--- src/rtl/ps2_pkg.sv ---
// Shared constants and FSM encoding for the PS/2 scan-code set 2 decoder.
package ps2_pkg;

  localparam logic [7:0] PS2_EXT    = 8'hE0;
  localparam logic [7:0] PS2_BRK    = 8'hF0;
  localparam logic [7:0] PS2_ERR0   = 8'h00;
  localparam logic [7:0] PS2_ERR1   = 8'hFF;
  localparam logic [7:0] PS2_LSHIFT = 8'h12;
  localparam logic [7:0] PS2_RSHIFT = 8'h59;

  typedef enum logic [1:0] {
    IDLE,
    POP,
    DECODE
  } ps2_state_t;

endpackage

--- src/rtl/ps2_scancode_to_ascii.sv ---
// Combinational set 2 scan-code to ASCII map: letters (case follows shift),
// digits and space; anything else yields 0x00.
module ps2_scancode_to_ascii (
  input  logic [7:0] code,
  input  logic       shift,
  output logic [7:0] ascii
);

  logic [7:0] letter;

  always_comb begin
    letter = 8'h00;
    case (code)
      8'h1C: letter = "a";
      8'h32: letter = "b";
      8'h21: letter = "c";
      8'h23: letter = "d";
      8'h24: letter = "e";
      8'h2B: letter = "f";
      8'h34: letter = "g";
      8'h33: letter = "h";
      8'h43: letter = "i";
      8'h3B: letter = "j";
      8'h42: letter = "k";
      8'h4B: letter = "l";
      8'h3A: letter = "m";
      8'h31: letter = "n";
      8'h44: letter = "o";
      8'h4D: letter = "p";
      8'h15: letter = "q";
      8'h2D: letter = "r";
      8'h1B: letter = "s";
      8'h2C: letter = "t";
      8'h3C: letter = "u";
      8'h2A: letter = "v";
      8'h1D: letter = "w";
      8'h22: letter = "x";
      8'h35: letter = "y";
      8'h1A: letter = "z";
      default: letter = 8'h00;
    endcase
  end

  always_comb begin
    ascii = 8'h00;
    if (letter != 8'h00) begin
      ascii = shift ? (letter - 8'h20) : letter;
    end else begin
      case (code)
        8'h45: ascii = "0";
        8'h16: ascii = "1";
        8'h1E: ascii = "2";
        8'h26: ascii = "3";
        8'h25: ascii = "4";
        8'h2E: ascii = "5";
        8'h36: ascii = "6";
        8'h3D: ascii = "7";
        8'h3E: ascii = "8";
        8'h46: ascii = "9";
        8'h29: ascii = " ";
        default: ascii = 8'h00;
      endcase
    end
  end

endmodule

--- src/rtl/ps2_key_decoder.sv ---
// Drains scan-code set 2 bytes from the PS/2 receiver FIFO, folds E0/F0
// prefixes into key events, tracks shift/held-key state and counts presses.
module ps2_key_decoder
  import ps2_pkg::*;
#(
  parameter int COUNT_W         = 8,
  parameter bit COUNT_MODIFIERS = 1'b0
) (
  input  logic               i_clk,
  input  logic               i_clr_n,
  input  logic [7:0]         i_data,
  input  logic               i_ready,
  output logic               o_nextdata_n,
  output logic               o_key_valid,
  output logic [7:0]         o_key_code,
  output logic               o_key_ext,
  output logic               o_key_break,
  output logic               o_key_repeat,
  output logic [7:0]         o_ascii,
  output logic               o_shift,
  output logic               o_key_down,
  output logic [COUNT_W-1:0] o_press_count
);

  ps2_state_t         state_reg, state_next;
  logic [7:0]         byte_reg, byte_next;
  logic               nextdata_n_reg, nextdata_n_next;
  logic               ext_pend_reg, ext_pend_next;
  logic               brk_pend_reg, brk_pend_next;
  logic               lshift_reg, lshift_next;
  logic               rshift_reg, rshift_next;
  logic [7:0]         held_code_reg, held_code_next;
  logic               held_ext_reg, held_ext_next;
  logic               held_valid_reg, held_valid_next;
  logic               key_valid_reg, key_valid_next;
  logic [7:0]         key_code_reg, key_code_next;
  logic               key_ext_reg, key_ext_next;
  logic               key_break_reg, key_break_next;
  logic               key_repeat_reg, key_repeat_next;
  logic [7:0]         ascii_reg, ascii_next;
  logic [COUNT_W-1:0] count_reg, count_next;

  logic       shift_cur;
  logic [7:0] lut_ascii;
  logic       is_lshift, is_rshift, is_error, held_hit, shift_was;

  // Shift state before the current event drives the case of the letter.
  assign shift_cur = lshift_reg | rshift_reg;

  ps2_scancode_to_ascii u_ascii (
    .code  (byte_reg),
    .shift (shift_cur),
    .ascii (lut_ascii)
  );

  assign is_lshift = !ext_pend_reg && (byte_reg == PS2_LSHIFT);
  assign is_rshift = !ext_pend_reg && (byte_reg == PS2_RSHIFT);
  assign is_error  = (byte_reg == PS2_ERR0) || (byte_reg == PS2_ERR1);
  assign held_hit  = held_valid_reg && (held_code_reg == byte_reg) &&
                     (held_ext_reg == ext_pend_reg);
  assign shift_was = is_lshift ? lshift_reg : rshift_reg;

  always_comb begin
    state_next      = state_reg;
    byte_next       = byte_reg;
    nextdata_n_next = nextdata_n_reg;
    ext_pend_next   = ext_pend_reg;
    brk_pend_next   = brk_pend_reg;
    lshift_next     = lshift_reg;
    rshift_next     = rshift_reg;
    held_code_next  = held_code_reg;
    held_ext_next   = held_ext_reg;
    held_valid_next = held_valid_reg;
    key_valid_next  = 1'b0;
    key_code_next   = key_code_reg;
    key_ext_next    = key_ext_reg;
    key_break_next  = key_break_reg;
    key_repeat_next = key_repeat_reg;
    ascii_next      = ascii_reg;
    count_next      = count_reg;

    case (state_reg)
      IDLE: begin
        if (i_ready) begin
          byte_next       = i_data;
          nextdata_n_next = 1'b0;
          state_next      = POP;
        end
      end
      POP: begin
        nextdata_n_next = 1'b1;
        state_next      = DECODE;
      end
      DECODE: begin
        state_next = IDLE;
        if (byte_reg == PS2_EXT) begin
          ext_pend_next = 1'b1;
        end else if (byte_reg == PS2_BRK) begin
          brk_pend_next = 1'b1;
        end else begin
          ext_pend_next = 1'b0;
          brk_pend_next = 1'b0;
          if (!is_error) begin
            key_valid_next  = 1'b1;
            key_code_next   = byte_reg;
            key_ext_next    = ext_pend_reg;
            key_break_next  = brk_pend_reg;
            key_repeat_next = 1'b0;
            ascii_next      = (ext_pend_reg || brk_pend_reg) ? 8'h00 : lut_ascii;
            if (is_lshift || is_rshift) begin
              // Modifiers keep their own flags and never disturb the held key.
              if (!brk_pend_reg) begin
                key_repeat_next = shift_was;
                if (COUNT_MODIFIERS && !shift_was) begin
                  count_next = count_reg + COUNT_W'(1);
                end
              end
              if (is_lshift) lshift_next = !brk_pend_reg;
              else           rshift_next = !brk_pend_reg;
            end else if (!brk_pend_reg) begin
              if (held_hit) begin
                key_repeat_next = 1'b1;
              end else begin
                held_code_next  = byte_reg;
                held_ext_next   = ext_pend_reg;
                held_valid_next = 1'b1;
                count_next      = count_reg + COUNT_W'(1);
              end
            end else if (held_hit) begin
              held_valid_next = 1'b0;
            end
          end
        end
      end
      default: state_next = IDLE;
    endcase
  end

  always_ff @(posedge i_clk or negedge i_clr_n) begin
    if (!i_clr_n) begin
      state_reg      <= IDLE;
      byte_reg       <= 8'h00;
      nextdata_n_reg <= 1'b1;
      ext_pend_reg   <= 1'b0;
      brk_pend_reg   <= 1'b0;
      lshift_reg     <= 1'b0;
      rshift_reg     <= 1'b0;
      held_code_reg  <= 8'h00;
      held_ext_reg   <= 1'b0;
      held_valid_reg <= 1'b0;
      key_valid_reg  <= 1'b0;
      key_code_reg   <= 8'h00;
      key_ext_reg    <= 1'b0;
      key_break_reg  <= 1'b0;
      key_repeat_reg <= 1'b0;
      ascii_reg      <= 8'h00;
      count_reg      <= '0;
    end else begin
      state_reg      <= state_next;
      byte_reg       <= byte_next;
      nextdata_n_reg <= nextdata_n_next;
      ext_pend_reg   <= ext_pend_next;
      brk_pend_reg   <= brk_pend_next;
      lshift_reg     <= lshift_next;
      rshift_reg     <= rshift_next;
      held_code_reg  <= held_code_next;
      held_ext_reg   <= held_ext_next;
      held_valid_reg <= held_valid_next;
      key_valid_reg  <= key_valid_next;
      key_code_reg   <= key_code_next;
      key_ext_reg    <= key_ext_next;
      key_break_reg  <= key_break_next;
      key_repeat_reg <= key_repeat_next;
      ascii_reg      <= ascii_next;
      count_reg      <= count_next;
    end
  end

  assign o_nextdata_n  = nextdata_n_reg;
  assign o_key_valid   = key_valid_reg;
  assign o_key_code    = key_code_reg;
  assign o_key_ext     = key_ext_reg;
  assign o_key_break   = key_break_reg;
  assign o_key_repeat  = key_repeat_reg;
  assign o_ascii       = ascii_reg;
  assign o_shift       = shift_cur;
  assign o_key_down    = held_valid_reg;
  assign o_press_count = count_reg;

endmodule
--- config.mk ---
export PLATFORM = sky130hd
export DESIGN_NAME = ps2_key_decoder
export DESIGN_NICKNAME = d
export VERILOG_FILES = /design/src/rtl/ps2_pkg.sv /design/src/rtl/ps2_scancode_to_ascii.sv /design/src/rtl/ps2_key_decoder.sv
export SDC_FILE = /design/constraint.sdc
export NUM_CORES = 1
export LEC_CHECK = 0
export ABC_AREA = 1
export BUFFER_PORTS_ARGS = -buffer_cell sky130_fd_sc_hd__buf_2
export CORE_ASPECT_RATIO = 0.5
export CORE_MARGIN = 4
export CORE_UTILIZATION = 40
export CTS_BUF_LIST = sky130_fd_sc_hd__clkbuf_2 sky130_fd_sc_hd__clkbuf_4 sky130_fd_sc_hd__clkbuf_8
export CTS_CLUSTER_SIZE = 20
export DETAILED_ROUTE_END_ITERATION = 8
export GPL_ROUTABILITY_DRIVEN = 1
export HOLD_SLACK_MARGIN = 0.15
export SYNTH_ARGS = -nofsm -noshare
export SYNTH_HDL_FRONTEND = slang
export SYNTH_SLANG_ARGS = --single-unit
export TNS_END_PERCENT = 20
--- constraint.sdc ---
create_clock -name i_clk -period 2.2 [get_ports i_clk]
set_input_delay 0.22 -clock i_clk [delete_from_list [all_inputs] [get_ports i_clk]]
set_output_delay 0.22 -clock i_clk [all_outputs]
set_load 0.01 [all_outputs]
==> results of run 1 <==
-- worst max-delay path by stage --
stage / to / cells after the start / startpoint
final: o_ascii[1]$_DFFE_PN0P_ / 17 / byte_reg[0]$_DFFE_PN0P_
after global routing: o_ascii[2]$_DFFE_PN0P_ / 15 / byte_reg[1]$_DFFE_PN0P_
after CTS: o_ascii[5]$_DFFE_PN0P_ / 13 / byte_reg[1]$_DFFE_PN0P_
after detailed placement: o_ascii[5]$_DFFE_PN0P_ / 12 / byte_reg[0]$_DFFE_PN0P_
after global placement: o_ascii[5]$_DFFE_PN0P_ / 13 / byte_reg[1]$_DFFE_PN0P_
after floorplan: o_ascii[5]$_DFFE_PN0P_ / 13 / byte_reg[1]$_DFFE_PN0P_
-- worst register-to-register path, cell delays in order, from the launching register on --
cell and delay [ns]:
dfrtp_2 0.45, inv_1 0.10, buf_6 0.15, ha_4 0.16, inv_1 0.06, nor2_2 0.12
nand2_1 0.07, nand2_1 0.05, nand2_1 0.04, nor2_1 0.11, nand2_1 0.06, nand2_1 0.11
inv_1 0.07, nand2_1 0.12, nor2_4 0.07, nand3_1 0.08, nand3_1 0.08, nand2_1 0.07
-- cells in the mapped netlist (all sizes together) (2+ instances only) --
library cell	number	share of area
o22ai	3	0.0075
nand2	152	0.18
a21oi	11	0.017
o21ai	45	0.079
nor3	6	0.014
xor2	4	0.011
dfrtp	52	0.39
inv	42	0.047
xnor2	7	0.018
buf	11	0.024
nand3	45	0.068
o21bai	2	0.0045
o31ai	2	0.0045
nand4	5	0.0094
nor2	43	0.057
ha	11	0.041
-- cells by family after synthesis --
logic type	after synthesis	share of synthesized area
buffers and inverters	55	0.0740
AND/OR/NAND/NOR	253	0.334
AO/OA/AOI/OAI	67	0.123
flip-flops	53	0.399
XOR/XNOR	11	0.0289
adder cells (fa/ha/maj)	11	0.0413
-- power by group --
part	internal, uW	switching (uW)
Combinational	811	1270
Clock	256	324
Sequential	1310	303
Total	2380	1900
-- area by class of cell --
class                   count  area (um2)  share of cell area
well taps                 112         140              0.0350
flip-flops and latches     53        1330               0.333
multi-input cells         342        1820               0.456
clock buffers               6        82.6              0.0207
inverters                  43         161              0.0404
clock inverters             2        13.8             0.00344
repair buffers             68         447               0.112
-- through the flow --
step / cells / power (uW) / worst slack [ns]
4_1_cts: 626 / 4240 / 0.0142
5_1_grt: 626 / 4670 / 0.000632
6_report: 626 / 4280 / 0.159
2_1_floorplan: 450 / 2970 / 0.169
3_5_place_dp: 609 / 3620 / -0.0179
3_3_place_gp: 609 / 3600 / 0.0133
-- per-layer routing --
layer  vias up  wire length, um  GRT usage
met5         -                0          0
met4         0               68     0.0321
met3         7              501     0.0429
met2        61             3420      0.276
met1      1375             4290      0.257
li1       1581                -          -
-- timing repair --
action,in CTS,in global routing
pin swaps,0,4
endpoints found under the hold margin,60,0
endpoints found under the setup margin,6,12
hold buffers,9,0
gates resized for setup,3,22
==> metrics.yaml, run 1 <==
run_status:
  status: "finished clean"
cells_and_area:
  final_common_cell: "nand2_1"
  layout-drive-gt1-share: 0.243
  num-fill-cells: 829
  final_cell_mix: "nand2_1, dfrtp_1, nand3_1"
  diodes: 0
  final_nets: 535
  syn2layout_area_growth_pct: 20.1
  post-route-util: 0.496
  fin_area_um2: 4000
clock_tree:
  clock_latency_ns: 0.31
  cts_buffers: 5
  clockBufferDepth: 2
  htree_levels: 2
  clk_pin_slew_ns: 0.10
  cts_sinks: 53
  root_buffer: "clkbuf_8"
  postCtsSetupRepairBufs: 0
  cts_tree: "built"
global_routing:
  grt_overflow_total: 0
  grt_antenna_before_repair: 0
  grt_pass1_wl_um: 14200
  first_global_vias: 2943
  grt.total_usage: 0.178
  grt_max_degree: 54
yosys:
  seq_area_frac_synth: 0.399
  yosysWarnings: 0
  syn-mean-instance-area_um2: 7.40
  synth_cells: 450
  async_flop_share: 1.00
  ys.flop_type: "dfrtp_1"
  synth.distinct_cells: 37
  synth_edf_count: 0
  synth_fp_nets: 472
  synth_area_um2: 3330
  synth_seq_cells: 53
critical_path:
  r2r_cells: 17
  path_class: "reg2reg"
  startpoint_type: "flop"
  required_ns: 2.45
  crit_path_end_kind: "flop"
  cpMaxStageDelayCell: "dfrtp_2"
  cp_slowest_stage_delay_ns: 0.45
  crit_chain: "inv_1 > buf_6 > ha_4 > inv_1 > nor2_2 > nand2_1 > nand2_1 > nand2_1 > nor2_1 > nand2_1 > nand2_1 > inv_1 > nand2_1 > nor2_4 > nand3_1 > nand3_1 > nand2_1"
  arrival_ns: 2.29
  reg2reg_to: "o_ascii[1]$_DFFE_PN0P_"
  crit_top_cell: "nand2_1"
  path_buf_inv: 4
  critPathMaxFanout: 7
  reg2reg_from: "byte_reg[0]$_DFFE_PN0P_"
  reg2reg_slack_ns: 0.16
  path_delay_family: "simple AND/OR/NAND/NOR gates"
sta:
  slew_violations: 0
  tightest_slew_ns: 0.680
  setup_viol: 0
  fmax_mhz: 490
  setup_tns_ns: 0
  fin_crit_ns: 2.04
  rsz0062_at_grt: "false"
  timing.final.crit_share: 0.928
  clock_skew_ns: 0.0117
  whs_ns: 0.174
  hold_viol_final: 0
  relSlewSlack: 0.546
drt:
  drc: 0
  wl_um: 8280
  dr.first_iter.drc_count: 175
  vias_per_cell: 4.83
  vias: 3024
  drt_pass1_iterations: 4
  routedWlPerCell_um: 13.2
  postRouteAntennaNets: 0
floorplanning:
  die_area_um2: 9940
  start_util: 0.413
  dieHeight_um: 72.5
  die_w_um: 137
  io_pins: 42
  core_um2: 8060
  num_rows: 23
power_and_ir_drop:
  p_leak_uw: 0.00208
  cellPowerDensity_nw_per_um2: 1070
  peakVddDrop_uv: 538
placement:
  routabilityCongestion: 0.878
  detailed_place_hpwl_um: 6200
  io_buffers: 41
  placed_cell_area_um2: 3740
run:
  maxCapViolCount: 0
worst_hold_path:
  worstHoldStart: "i_ready"
  hold_path_depth: 4
  hold_path.class: "in2reg"
  min_to: "o_nextdata_n$_DFFE_PN1P_"
Note: power is estimated with default switching activity, not from simulation.
==> run 2: changes to the inputs <==
--- a/config.mk
+++ b/config.mk
@@ -7,6 +7,8 @@
 export LEC_CHECK = 0
 export ABC_AREA = 1
 export BUFFER_PORTS_ARGS = -buffer_cell sky130_fd_sc_hd__buf_2
+export CELL_PAD_IN_SITES_DETAIL_PLACEMENT = 0
+export CELL_PAD_IN_SITES_GLOBAL_PLACEMENT = 1
 export CORE_ASPECT_RATIO = 0.5
 export CORE_MARGIN = 4
 export CORE_UTILIZATION = 40
@@ -15,6 +17,7 @@
 export DETAILED_ROUTE_END_ITERATION = 8
 export GPL_ROUTABILITY_DRIVEN = 1
 export HOLD_SLACK_MARGIN = 0.15
+export PLACE_DENSITY_LB_ADDON = 0.1
 export SYNTH_ARGS = -nofsm -noshare
 export SYNTH_HDL_FRONTEND = slang
 export SYNTH_SLANG_ARGS = --single-unit
==> metrics.yaml, run 2 (synthesized netlist as in run 1, its figures left out) <==
critical_path:
  reg2reg_slack_ns: 0.13  # was 0.16 ns
  required_ns: 2.41  # was 2.45 ns
  startpoint_type: "flop"  # unchanged
  arrival_ns: 2.27  # was 2.29 ns
  path_class: "reg2reg"  # unchanged
  startpoint: "byte_reg[0]$_DFFE_PN0P_"  # unchanged
  crit_path_end_kind: "flop"  # unchanged
  reg2reg_from: "byte_reg[0]$_DFFE_PN0P_"  # unchanged
  critPathMaxFanout: 6  # was 7
run_status:
  status: "finished clean"  # unchanged
clock_tree:
  htree_levels: 2  # unchanged
  cts_buffers: 5  # unchanged
  clock_latency_ns: 0.32  # was 0.31 ns
  clk_pin_slew_ns: 0.10  # about the same
  root_buffer: "clkbuf_8"  # unchanged
  clockBufferDepth: 2  # unchanged
  cts_tree: "built"  # unchanged
  cts_sinks: 53  # unchanged
drt:
  m1WireLength_um: 4630  # was 4290 um
  routedWlPerCell_um: 13.7  # was 13.2 um
  routed.top_layer: "met4"  # unchanged
  dr.first_iter.drc_count: 94  # was 175
  wl_met3_um: 420  # was 501 um
  vias_per_cell: 4.82  # was 4.83
  drc: 0  # unchanged
  wl_um: 8650  # was 8280 um
  vias: 3029  # was 3024
  wl_met2_um: 3540  # was 3420 um
  drt_pass1_iterations: 4  # unchanged
  postRouteAntennaNets: 0  # unchanged
placement:
  io_buffers: 41  # unchanged
  placed_cell_area_um2: 3740  # about the same
  routabilityCongestion: 0.879  # was 0.878
  detailed_place_hpwl_um: 6590  # was 6200 um
  preCtsSetupSlack_ns: -0.0649  # was -0.0179 ns
global_routing:
  grt.total_usage: 0.188  # was 0.178
  grt_antenna_before_repair: 0  # unchanged
  grt_pass1_wl_um: 14800  # was 14200 um
  grt_max_degree: 54  # unchanged
  first_global_vias: 2968  # was 2943
  grt_overflow_total: 0  # unchanged
sta:
  fmax_mhz: 484  # was 490 MHz
  hold_viol_final: 0  # unchanged
  timing.final.crit_share: 0.939  # was 0.928
  relSlewSlack: 0.555  # was 0.546
  setup_viol: 0  # unchanged
  rsz0062_at_grt: "true"  # was false
  setup_ws_ns: 0.135  # was 0.159 ns
  slew_violations: 0  # unchanged
  tightest_slew_ns: 0.667  # was 0.680 ns
  whs_ns: 0.480  # was 0.174 ns
  fin_crit_ns: 2.07  # was 2.04 ns
  clock_skew_ns: 0.0189  # was 0.0117 ns
power_and_ir_drop:
  peakVddDrop_uv: 550  # was 538 uV
  power_uw: 4490  # was 4280 uW
  p_leak_uw: 0.00212  # was 0.00208 uW
  cellPowerDensity_nw_per_um2: 1090  # was 1070 nW/um2
cells_and_area:
  final_common_cell: "nand2_1"  # unchanged
  final_cell_mix: "nand2_1, dfrtp_1, buf_2"  # was nand2_1, dfrtp_1, nand3_1
  diodes: 0  # unchanged
  fin_area_um2: 4100  # was 4000 um2
  layout-drive-gt1-share: 0.275  # was 0.243
  final_nets: 538  # was 535
  syn2layout_area_growth_pct: 23.2  # was 20.1%
run:
  maxCapViolCount: 0  # unchanged
floorplanning:
  dieHeight_um: 72.5  # unchanged
  start_util: 0.413  # unchanged
  core_um2: 8060  # unchanged
  io_pins: 42  # unchanged
  die_area_um2: 9940  # unchanged
  die_w_um: 137  # unchanged
  num_rows: 23  # unchanged
worst_hold_path:
  hold_path.class: "reg2reg"  # was in2reg
  worstHoldStart: "o_ascii[4]$_DFFE_PN0P_"  # was i_ready
==> run 2: cell count changes in the layout (fill, tap and decap cells not counted), sizes merged <==
cell	delta
dlygate4sd3	+1
clkinv	-1
inv	+1
bufinv	+1
clkbuf	-1
buf	+2
==> run 2: power breakdown <==
| group | switching [uW] | internal [uW] | total [uW] |
|---|---|---|---|
| Sequential | 303 | 1310 | 1610 |
| Clock | 342 | 342 | 684 |
| Combinational | 1340 | 856 | 2190 |
| Total | 1980 | 2510 | 4490 |
==> run 2: worst max-delay path, stage by stage, from the launching register on <==
cell,delay [ns]
dfrtp_1,0.43
buf_4,0.16
ha_4,0.17
nand2_2,0.08
buf_4,0.12
nand2_1,0.07
a21oi_2,0.13
nor2_1,0.06
nand2_2,0.07
nand2_1,0.08
inv_2,0.07
nand2_1,0.08
nor2_4,0.19
nand3_1,0.10
nand3_1,0.09
nand2_1,0.05
==> run 2: metal layers <==
layer | vias up | GRT usage
li1 | 1583 | -
met3 | 7 | 0.0381
met4 | 0 | 0.0321
met5 | - | 0
met1 | 1379 | 0.284
met2 | 60 | 0.281
==> run 2: layout make-up <==
type	count	area, um2
repair buffers	71	468
flip-flops and latches	53	1330
inverters	43	164
clock inverters	3	43.8
clock buffers	5	68.8
multi-input cells	342	1890
well taps	112	140
fillers	830	3960
==> run 2: through the flow <==
step | std cells | utilization | TNS, ns
2_1_floorplan | 450 | - | 0
3_3_place_gp | 610 | 0.465 | -0.00446
3_5_place_dp | 610 | 0.465 | -0.281
4_1_cts | 628 | 0.492 | 0
5_1_grt | 629 | 0.509 | -0.0753
6_report | 629 | 0.509 | 0
==> run 2: path summary, 6_finish.rpt <==
kind,end,depth (start not counted)
worst max-delay path,o_ascii[0]$_DFFE_PN0P_,15
worst min-delay path,o_ascii[4]$_DFFE_PN0P_,2
worst max register to register,o_ascii[0]$_DFFE_PN0P_,15
worst min register to register,o_ascii[4]$_DFFE_PN0P_,2
max in group asynchronous,byte_reg[2]$_DFFE_PN0P_,3
min in group asynchronous,o_key_valid$_DFF_PN0_,3
==> run 2: what timing repair did <==
item                                   CTS  global route
gates resized for setup                  3            44
setup buffers                            0             1
endpoints found under the hold margin   61             0
hold buffers                            10             0
setup endpoints to repair                6            22
pin swaps                                0            10
==> run 3: changes to the inputs <==
--- a/config.mk
+++ b/config.mk
@@ -7,11 +7,12 @@
 export LEC_CHECK = 0
 export ABC_AREA = 1
 export BUFFER_PORTS_ARGS = -buffer_cell sky130_fd_sc_hd__buf_2
+export CAP_MARGIN = 5
 export CELL_PAD_IN_SITES_DETAIL_PLACEMENT = 0
 export CELL_PAD_IN_SITES_GLOBAL_PLACEMENT = 1
 export CORE_ASPECT_RATIO = 0.5
 export CORE_MARGIN = 4
-export CORE_UTILIZATION = 40
+export CORE_UTILIZATION = 39
 export CTS_BUF_LIST = sky130_fd_sc_hd__clkbuf_2 sky130_fd_sc_hd__clkbuf_4 sky130_fd_sc_hd__clkbuf_8
 export CTS_CLUSTER_SIZE = 20
 export DETAILED_ROUTE_END_ITERATION = 8
==> metrics.yaml, run 3 (synthesized netlist as in run 1, its figures left out) <==
run_status:
  status: "finished clean"  # unchanged
cells_and_area:
  layout-drive-gt1-share: 0.245  # was 0.275
  diodes: 0  # unchanged
  syn2layout_area_growth_pct: 21.1  # was 23.2%
  final_common_cell: "nand2_1"  # unchanged
  final_nets: 540  # was 538
  final_cell_mix: "nand2_1, dfrtp_1, nand3_1"  # was nand2_1, dfrtp_1, buf_2
  fin_area_um2: 4030  # was 4100 um2
placement:
  routabilityCongestion: 0.884  # was 0.879
  detailed_place_hpwl_um: 6810  # was 6590 um
  preCtsSetupSlack_ns: 0.0192  # was -0.0649 ns
  placed_cell_area_um2: 3770  # was 3740 um2
  io_buffers: 41  # unchanged
global_routing:
  first_global_vias: 2909  # was 2968
  grt_pass1_wl_um: 14900  # was 14800 um
  top_usage_layer: "met2"  # was met1
  grt.met3_usage: 0.0442  # was 0.0381
  grt.total_usage: 0.183  # was 0.188
  use_met2: 0.281  # about the same
  grt_overflow_total: 0  # unchanged
  met1_usage: 0.271  # was 0.284
  grt_antenna_before_repair: 0  # unchanged
  grt_max_degree: 36  # was 54
critical_path:
  critPathMaxFanout: 4  # was 6
  crit_path_end_kind: "flop"  # unchanged
  startpoint_type: "flop"  # unchanged
  path_class: "reg2reg"  # unchanged
  arrival_ns: 2.26  # was 2.27 ns
  required_ns: 2.45  # was 2.41 ns
floorplanning:
  die_area_um2: 10200  # was 9940 um2
  die_w_um: 139  # was 137 um
  io_pins: 42  # unchanged
  dieHeight_um: 73.3  # was 72.5 um
  start_util: 0.409  # was 0.413
  num_rows: 23  # unchanged
  core_um2: 8140  # was 8060 um2
sta:
  slew_violations: 0  # unchanged
  setup_ws_ns: 0.190  # was 0.135 ns
  tightest_slew_ns: 0.572  # was 0.667 ns
  fin_crit_ns: 2.01  # was 2.07 ns
  timing.final.crit_share: 0.914  # was 0.939
  rsz0062_at_grt: "true"  # unchanged
  fmax_mhz: 498  # was 484 MHz
  hold_viol_final: 0  # unchanged
  setup_tns_ns: 0  # unchanged
  setup_viol: 0  # unchanged
  relSlewSlack: 0.619  # was 0.555
  clock_skew_ns: 0.0122  # was 0.0189 ns
clock_tree:
  clk_pin_slew_ns: 0.10  # about the same
  cts_tree: "built"  # unchanged
  htree_levels: 2  # unchanged
  clock_latency_ns: 0.32  # about the same
  cts_sinks: 53  # unchanged
  root_buffer: "clkbuf_8"  # unchanged
  clockBufferDepth: 2  # unchanged
  cts_buffers: 5  # unchanged
drt:
  vias: 3025  # was 3029
  drc: 0  # unchanged
  postRouteAntennaNets: 0  # unchanged
  vias_per_cell: 4.79  # was 4.82
  drt_pass1_iterations: 4  # unchanged
  wl_um: 8800  # was 8650 um
  dr.first_iter.drc_count: 159  # was 94
  routedWlPerCell_um: 13.9  # was 13.7 um
power_and_ir_drop:
  cellPowerDensity_nw_per_um2: 1070  # was 1090 nW/um2
  peakVddDrop_uv: 450  # was 550 uV
  p_leak_uw: 0.00210  # was 0.00212 uW
worst_hold_path:
  hold_path.class: "in2async"  # was reg2reg
run:
  maxCapViolCount: 0  # unchanged
run 3: cell count changes in the layout (fill, tap and decap cells not counted), sizes merged:
cell / before / now
buf: 61 / 63
bufinv: 1 / 0
clkinvlp: 0 / 1
run 3: final timing paths:
path | start | endpoint | depth (start not counted) | slack (ns)
setup reg to reg | byte_reg[0]$_DFFE_PN0P_ | o_ascii[4]$_DFFE_PN0P_ | 13 | 0.19
setup / recovery | byte_reg[0]$_DFFE_PN0P_ | o_ascii[4]$_DFFE_PN0P_ | 13 | 0.19
hold / removal | i_clr_n | o_key_break$_DFFE_PN0P_ | 2 | 0.42
max in group asynchronous | i_clr_n | o_nextdata_n$_DFFE_PN1P_ | 3 | 1.15
hold reg to reg | o_ascii[3]$_DFFE_PN0P_ | o_ascii[3]$_DFFE_PN0P_ | 2 | 0.49
min in group i_clk | o_ascii[3]$_DFFE_PN0P_ | o_ascii[3]$_DFFE_PN0P_ | 2 | 0.49
run 3: critical path, stage by stage, from the launching register on:
cell and delay (ns):
dfrtp_1 0.39, inv_1 0.09, buf_4 0.14, ha_2 0.21, inv_1 0.08, nor2_1 0.34
nand3_1 0.19, nand2_1 0.13, nor2_1 0.05, nand2_1 0.07, nor3_1 0.06, nand3_1 0.08
nand3_1 0.07, nand2_1 0.06
run 3: through the flow:
stage	util	std cells	total power [uW]	hold WS [ns]
3_3_place_gp	0.463	612	3680	0.237
5_1_grt	0.495	631	4730	0.460
3_5_place_dp	0.463	612	3670	0.244
6_report	0.495	631	4320	0.419
4_1_cts	0.487	630	4290	0.433
2_1_floorplan	-	450	2970	-0.0756
run 3: area by class of cell:
cell class / instances / area [um2]
Multi-Input combinational cell: 342 / 1810
Clock buffer: 5 / 68.8
Inverter: 43 / 164
Timing Repair Buffer: 73 / 499
Sequential cell: 53 / 1330
Tap cell: 112 / 140
Fill cell: 864 / 4110
Clock inverter: 3 / 25.0
run 3: report_power, final:
part / switching (uW) / total, uW / internal, uW
clock network: 353 / 584 / 231
logic: 1290 / 2120 / 830
registers: 300 / 1610 / 1310
run 3: routing by layer:
layer,up-vias,part of all wire
li1,1591,-
met2,63,0.41
met3,2,0.059
met5,-,0
met4,0,0.0022
met1,1369,0.53
run 3: timing repair:
item,4_1_cts,5_1_grt
gates resized for setup,1,23
endpoints found under the hold margin,31,0
pin swaps,0,4
setup buffers,0,1
endpoints found under the setup margin,4,21
hold buffers,10,0
